==> config.mk <==
export PLATFORM = sky130hd
export DESIGN_NAME = pcie_axil_mmio_bridge
export DESIGN_NICKNAME = d
export VERILOG_FILES = /design/src/rtl/pcie_mmio_pkg.sv /design/src/rtl/mmio_wait_timer.sv /design/src/rtl/pcie_axil_mmio_bridge.sv
export SDC_FILE = /design/constraint.sdc
export NUM_CORES = 1
export LEC_CHECK = 0
export ABC_AREA = 1
export CAP_MARGIN = 0
export CORE_MARGIN = 5
export CORE_UTILIZATION = 40
export DETAILED_ROUTE_END_ITERATION = 8
export PLACE_DENSITY = 0.78
export REMOVE_ABC_BUFFERS = 1
export SLEW_MARGIN = 20
export SYNTH_ARGS = -nofsm -noshare
export SYNTH_HDL_FRONTEND = slang
export SYNTH_SLANG_ARGS = --single-unit
==> constraint.sdc <==
create_clock -name axi_aclk -period 2.24 [get_ports axi_aclk]
set_input_delay 0.336 -clock axi_aclk [delete_from_list [all_inputs] [get_ports axi_aclk]]
set_output_delay 0.336 -clock axi_aclk [all_outputs]
set_load 0.02 [all_outputs]
==> src/rtl/pcie_mmio_pkg.sv <==
// Shared types and constants for the PCIe AXI-Lite to MMIO bridge.
//   state_t        : bridge FSM states
//   RESP_OKAY/SLVERR: AXI response encodings returned on B/R
//   TIMEOUT_RDATA  : read data returned when the MMIO fabric never answers
package pcie_mmio_pkg;

  typedef enum logic [1:0] {
    ST_IDLE,
    ST_REQ,
    ST_WAIT,
    ST_RESP
  } state_t;

  localparam logic [1:0]  RESP_OKAY     = 2'b00;
  localparam logic [1:0]  RESP_SLVERR   = 2'b10;
  localparam logic [31:0] TIMEOUT_RDATA = 32'hDEAD_BEEF;

endpackage

==> src/rtl/mmio_wait_timer.sv <==
// Response-wait timer for the MMIO bridge.
//   clk, rst : clock, synchronous active-high reset
//   clear    : zero the count (held while not waiting)
//   enable   : count one cycle of waiting
//   expire   : high in the last allowed wait cycle (count == TIMEOUT_CYCLES-1)
module mmio_wait_timer #(
  parameter int unsigned TIMEOUT_CYCLES = 1024
) (
  input  logic clk,
  input  logic rst,
  input  logic clear,
  input  logic enable,
  output logic expire
);

  localparam int unsigned CNT_W = $clog2(TIMEOUT_CYCLES);

  logic [CNT_W-1:0] count;

  assign expire = enable && (count == CNT_W'(TIMEOUT_CYCLES - 1));

  // Stop at the terminal value so a non-power-of-two limit never wraps.
  always_ff @(posedge clk) begin
    if (rst || clear) begin
      count <= '0;
    end else if (enable && !expire) begin
      count <= count + CNT_W'(1);
    end
  end

endmodule

==> src/rtl/pcie_axil_mmio_bridge.sv <==
// AXI4-Lite slave to single-outstanding MMIO request/response bridge.
//   axi_aclk / axi_areset : clock, synchronous active-high reset
//   s_axil_aw* / w* / b*  : AXI-Lite write channels (AW and W captured independently)
//   s_axil_ar* / r*       : AXI-Lite read channels
//   mmio_req_*            : request to the register fabric, held until mmio_req_ready
//   mmio_rsp_*            : single-cycle response pulse, accepted only while waiting
//   timeout_count         : saturating count of requests answered by the wait timeout
// Reads and writes alternate priority after every issued request.
module pcie_axil_mmio_bridge
  import pcie_mmio_pkg::*;
#(
  parameter int unsigned ADDR_W         = 32,
  parameter int unsigned DATA_W         = 32,
  parameter int unsigned TIMEOUT_CYCLES = 1024
) (
  input  logic                axi_aclk,
  input  logic                axi_areset,
  input  logic [ADDR_W-1:0]   s_axil_awaddr,
  input  logic [2:0]          s_axil_awprot,
  input  logic                s_axil_awvalid,
  output logic                s_axil_awready,
  input  logic [DATA_W-1:0]   s_axil_wdata,
  input  logic [DATA_W/8-1:0] s_axil_wstrb,
  input  logic                s_axil_wvalid,
  output logic                s_axil_wready,
  output logic [1:0]          s_axil_bresp,
  output logic                s_axil_bvalid,
  input  logic                s_axil_bready,
  input  logic [ADDR_W-1:0]   s_axil_araddr,
  input  logic [2:0]          s_axil_arprot,
  input  logic                s_axil_arvalid,
  output logic                s_axil_arready,
  output logic [DATA_W-1:0]   s_axil_rdata,
  output logic [1:0]          s_axil_rresp,
  output logic                s_axil_rvalid,
  input  logic                s_axil_rready,
  output logic                mmio_req_valid,
  input  logic                mmio_req_ready,
  output logic                mmio_req_write,
  output logic [ADDR_W-1:0]   mmio_req_addr,
  output logic [DATA_W-1:0]   mmio_req_wdata,
  output logic [DATA_W/8-1:0] mmio_req_wstrb,
  input  logic                mmio_rsp_valid,
  input  logic [DATA_W-1:0]   mmio_rsp_rdata,
  input  logic                mmio_rsp_err,
  output logic [15:0]         timeout_count
);

  state_t state, state_next;

  logic                aw_held, w_held, is_write, prio_rd;
  logic [ADDR_W-1:0]   addr_q;
  logic [DATA_W-1:0]   wdata_q, rdata_q;
  logic [DATA_W/8-1:0] wstrb_q;
  logic [1:0]          resp_q;

  logic in_idle, rd_open, accept_rd, aw_hs, w_hs, go_write, resp_done;
  logic timer_expire;

  // Protection bits carry no meaning for the register fabric.
  logic unused_prot;
  assign unused_prot = ^{s_axil_awprot, s_axil_arprot};

  mmio_wait_timer #(
    .TIMEOUT_CYCLES(TIMEOUT_CYCLES)
  ) u_timer (
    .clk   (axi_aclk),
    .rst   (axi_areset),
    .clear (state != ST_WAIT),
    .enable(state == ST_WAIT),
    .expire(timer_expire)
  );

  always_ff @(posedge axi_aclk) begin
    if (axi_areset) begin
      state <= ST_IDLE;
    end else begin
      state <= state_next;
    end
  end

  always_comb begin
    state_next     = state;
    // Readies are gated by reset so nothing handshakes while reset is held.
    in_idle        = (state == ST_IDLE) && !axi_areset;
    rd_open        = in_idle && !aw_held && !w_held &&
                     (prio_rd || (!s_axil_awvalid && !s_axil_wvalid));
    accept_rd      = rd_open && s_axil_arvalid;
    s_axil_arready = rd_open;
    s_axil_awready = in_idle && !aw_held && !accept_rd;
    s_axil_wready  = in_idle && !w_held && !accept_rd;
    aw_hs          = s_axil_awvalid && s_axil_awready;
    w_hs           = s_axil_wvalid && s_axil_wready;
    go_write       = in_idle && !accept_rd && (aw_held || aw_hs) && (w_held || w_hs);
    resp_done      = (state == ST_RESP) && (is_write ? s_axil_bready : s_axil_rready);
    mmio_req_valid = (state == ST_REQ);
    s_axil_bvalid  = (state == ST_RESP) && is_write;
    s_axil_rvalid  = (state == ST_RESP) && !is_write;

    case (state)
      ST_IDLE: if (accept_rd || go_write) state_next = ST_REQ;
      ST_REQ:  if (mmio_req_ready) state_next = ST_WAIT;
      ST_WAIT: if (mmio_rsp_valid || timer_expire) state_next = ST_RESP;
      ST_RESP: if (resp_done) state_next = ST_IDLE;
      default: state_next = ST_IDLE;
    endcase
  end

  always_ff @(posedge axi_aclk) begin
    if (axi_areset) begin
      aw_held       <= 1'b0;
      w_held        <= 1'b0;
      is_write      <= 1'b0;
      prio_rd       <= 1'b0;
      addr_q        <= '0;
      wdata_q       <= '0;
      wstrb_q       <= '0;
      rdata_q       <= '0;
      resp_q        <= RESP_OKAY;
      timeout_count <= '0;
    end else begin
      if (aw_hs) begin
        aw_held <= 1'b1;
        addr_q  <= s_axil_awaddr;
      end
      if (w_hs) begin
        w_held  <= 1'b1;
        wdata_q <= s_axil_wdata;
        wstrb_q <= s_axil_wstrb;
      end
      // accept_rd excludes both AW and W handshakes, so addr_q/wdata_q have one writer per cycle.
      if (accept_rd) begin
        addr_q   <= s_axil_araddr;
        wdata_q  <= '0;
        wstrb_q  <= '0;
        is_write <= 1'b0;
        prio_rd  <= 1'b0;
      end
      if (go_write) begin
        is_write <= 1'b1;
        prio_rd  <= 1'b1;
      end
      if (state == ST_WAIT) begin
        if (mmio_rsp_valid) begin
          rdata_q <= mmio_rsp_rdata;
          resp_q  <= mmio_rsp_err ? RESP_SLVERR : RESP_OKAY;
        end else if (timer_expire) begin
          rdata_q <= DATA_W'(TIMEOUT_RDATA);
          resp_q  <= RESP_SLVERR;
          if (timeout_count != 16'hFFFF) timeout_count <= timeout_count + 16'd1;
        end
      end
      if (resp_done) begin
        aw_held <= 1'b0;
        w_held  <= 1'b0;
      end
    end
  end

  assign mmio_req_write = is_write;
  assign mmio_req_addr  = addr_q;
  assign mmio_req_wdata = wdata_q;
  assign mmio_req_wstrb = wstrb_q;
  assign s_axil_bresp   = resp_q;
  assign s_axil_rresp   = resp_q;
  assign s_axil_rdata   = rdata_q;

endmodule
==> metrics.md, run 1 <==
| Metric | Value |
|---|---|
| Final hold viol count | `0` |
| Post-synth cell types | `39` |
| Most common cell in the netlist | `dfxtp_1` |
| Startpoint types | `flip-flop` |
| Syn Area/Cell | `8.05 um2` |
| Cts hold-fix bufs | `0` |
| Final Wtd Congestion | `0.849` |
| Clk Latency, worst-skew pair | `0.42 ns` |
| Crit path time final | `2.05 ns` |
| Total wire length | `19300 um` |
| Total of max-cap violations | `0` |
| Leakage power figure | `3.58 nW` |
| Area share of the largest cell type after synthesis | `0.447` |
| Area grow syn2layout | `58.6%` |
| Post-synth ARST share | `0` |
| Gr ovfl total | `0` |
| HPWL after detailed placement | `13900 um` |
| Drt first pass iters | `5` |
| Top post-synthesis cells by count | `dfxtp_1, nand2_1, nand3_1` |
| F_max | `487 MHz` |
| CORE AREA | `14500 um2` |
| Area contributors post-synth | `dfxtp_1, nand2_1, nand3_1` |
| Die X | `132 um` |
| Max-slew headroom | `0.574` |
| Delay-heaviest family, CP | `buffers and inverters` |
| Slowest CP cell | `clkdlybuf4s50_1` |
| Synth Cell Area | `5920 um2` |
| Design Power | `8.60 mW` |
| VDD IR max | `0.000700 V` |
| Register bit total from synthesis | `132` |
| Die Area | `17300 um2` |
| IO Pins | `275` |
| Initial DRC Count | `438` |
| Least-Margin Pin Slew | `0.637 ns` |
| Number of clock sinks | `132` |
| Wirelength per Cell | `16.2 um` |
| Mapped Cells | `735` |
| Pins Over Slew Limit | `0` |
| Synth Warn # | `0` |
| Sequential element share of the synthesized area | `0.447` |
| Crit path kind | `flip-flop to output pin` |
| Largest net degree at the start of global routing | `64` |
| Power Density | `916 nW/um2` |
| CTS clock-pin slew for the worst setup and hold paths | `0.06 ns` |
| GRT Total Usage | `0.216` |
| Final nets | `1148` |
| CP cell instances | `ha_1 -> nand2_1 -> inv_1 -> clkdlybuf4s50_1` |
| Synth area leader | `dfxtp_1` |
| Endpoints failing setup | `0` |
| Std cell rows | `44` |
| Wire length on met2 | `9350 um` |
| Ratio of cells with drive above 1 in the final layout | `0.130` |
| CP endpoint kind | `output pin` |
| IO buf count | `266` |
| CP Data Arrival Time | `1.72 ns` |
| CTS root buffer | `clkbuf_16` |
| WHS | `0.463 ns` |
| Vias in the first global route | `5938` |
| TritonCTS Buffers | `17` |
| Initial antenna violation count | `2` |
| Tcrit/Tclk final | `0.917` |
| Initial Util | `0.407` |
| Wl on met1 | `7560 um` |
| CP max FO | `4` |
| Crit-path max cell delay | `0.65 ns` |
| CTS tree | `done` |
| RSZ-0062 raised after global routing | `no` |
| Hold Crit Class | `flip-flop to flip-flop` |
| DR vias/cell | `5.03` |
| DR DRC count | `0` |
| DR WL met3 | `2040 um` |
| WP buf/inv | `2` |
| Final clock skew | `0.00877 ns` |
| Final ANT Viol Nets | `0` |
| Via count | `5987` |
| Die Y-Extent | `132 um` |
| Max Root-Sink Buffers | `2` |
| Worst path required time | `1.90 ns` |
| Max H-tree Level | `4` |
| First-pass GRT wire length | `30700 um` |
| Status | `finished clean` |
| Primary FF master, synth | `dfxtp_1` |
| Post-synth EDFFs | `0` |
| Max Used Layer | `met5` |
## worst min-delay path, stage by stage, from the launching register on
cell and delay, ns:
dfxtp_1 0.31, nand2_1 0.06, a21oi_1 0.05
## cells in the final DEF (no fill, tap or decap), types with 2 or more instances in the layout
master           count
clkinv_2             2
clkbuf_16           17
clkinvlp_4           5
a21oi_1             42
o21ai_1              2
nand4_1              2
a31oi_1             32
nand3_1             91
xor2_1              11
inv_1               61
o21ai_0             38
dfxtp_2              2
buf_12               5
buf_4               20
conb_1               2
o221ai_1            25
bufinv_16            5
a211oi_1             2
nand2_2             31
dfxtp_1            130
inv_2                4
a21oi_2             29
nand2_1            126
nor3_1              10
clkdlybuf4s50_1    262
nor2_1              22
xnor2_1              4
ha_1                 7
## layout make-up
cell class | count | area, um2
Antenna cell | 1 | 2.50
Clock buffer | 19 | 443
Clock inverter | 13 | 206
Fill cell | 1237 | 5150
Inverter | 66 | 255
Multi-Input combinational cell | 486 | 2700
Sequential cell | 132 | 2650
Tap cell | 184 | 230
Timing Repair Buffer | 290 | 2900
## sequential cells by signal, indices dropped and copies added, names as in the netlist
signal,count
aw_held,1
mmio_req_addr,32
mmio_req_wdata,32
mmio_req_wstrb,4
prio_rd,1
s_axil_bresp,1
s_axil_rdata,32
state,2
timeout_count,16
u_timer.count,10
w_held,1
## cell families (layout without fill, tap and decap cells)
group,count (synthesis),after routing,synth area share
AO/OA/AOI/OAI,172,172,0.190
XOR/XNOR,15,15,0.0222
adder cells (fa/ha/maj),7,7,0.0148
buffers and inverters,118,388,0.0975
flip-flops,132,132,0.447
other,1,3,0.000634
AND/OR/NAND/NOR,290,290,0.228
## metal layers
metal  vias up  track usage
met2       212        0.357
met4         2       0.0657
met3        24        0.110
met5         -            0
met1      2740        0.243
li1       3009            -
## where the power goes
| part | total (mW) | switching (mW) | internal, mW |
|---|---|---|---|
| combinational | 2.68 | 1.45 | 1.23 |
| clock | 3.03 | 1.03 | 2.00 |
| sequential | 2.90 | 0.199 | 2.70 |
## worst paths after layout
path                                       from                to  slack [ns]  cells past startpoint
worst max-delay path                   state[0]     s_axil_bvalid        0.19                      4
worst min-delay path            s_axil_rdata[4]   s_axil_rdata[4]        0.46                      2
worst max register to register         state[0]  u_timer.count[6]        0.28                      7
worst min register to register  s_axil_rdata[4]   s_axil_rdata[4]        0.46                      2
## per-stage QoR
step	TNS, ns	setup slack [ns]	instances	cell area, um2	utilization
3_3_place_gp	-4.78	-0.178	1158	8730	0.601
4_1_cts	0	0.0156	1190	9380	0.645
2_1_floorplan	-1.14	-0.136	684	5600	-
5_1_grt	0	0.0357	1191	9380	0.646
6_report	0	0.186	1191	9380	0.646
3_5_place_dp	-6.52	-0.177	1158	8730	0.601
## repair_timing
action,in CTS,in global routing
pin swaps,0,0
gates resized for setup,4,9
buffers inserted,0,0
gates cloned,0,0
endpoints found under the setup margin,2,36
hold endpoints to repair,0,0
Note: power is estimated with default switching activity, not from simulation.
==> run 2: changes to the inputs <==
--- a/config.mk
+++ b/config.mk
@@ -9,6 +9,7 @@
 export CAP_MARGIN = 0
 export CORE_MARGIN = 5
 export CORE_UTILIZATION = 40
+export CTS_CLUSTER_DIAMETER = 150
 export DETAILED_ROUTE_END_ITERATION = 8
 export PLACE_DENSITY = 0.78
 export REMOVE_ABC_BUFFERS = 1
==> results of run 2 <==
Same layout as run 1: the final DEF is identical, and so are final timing and power.
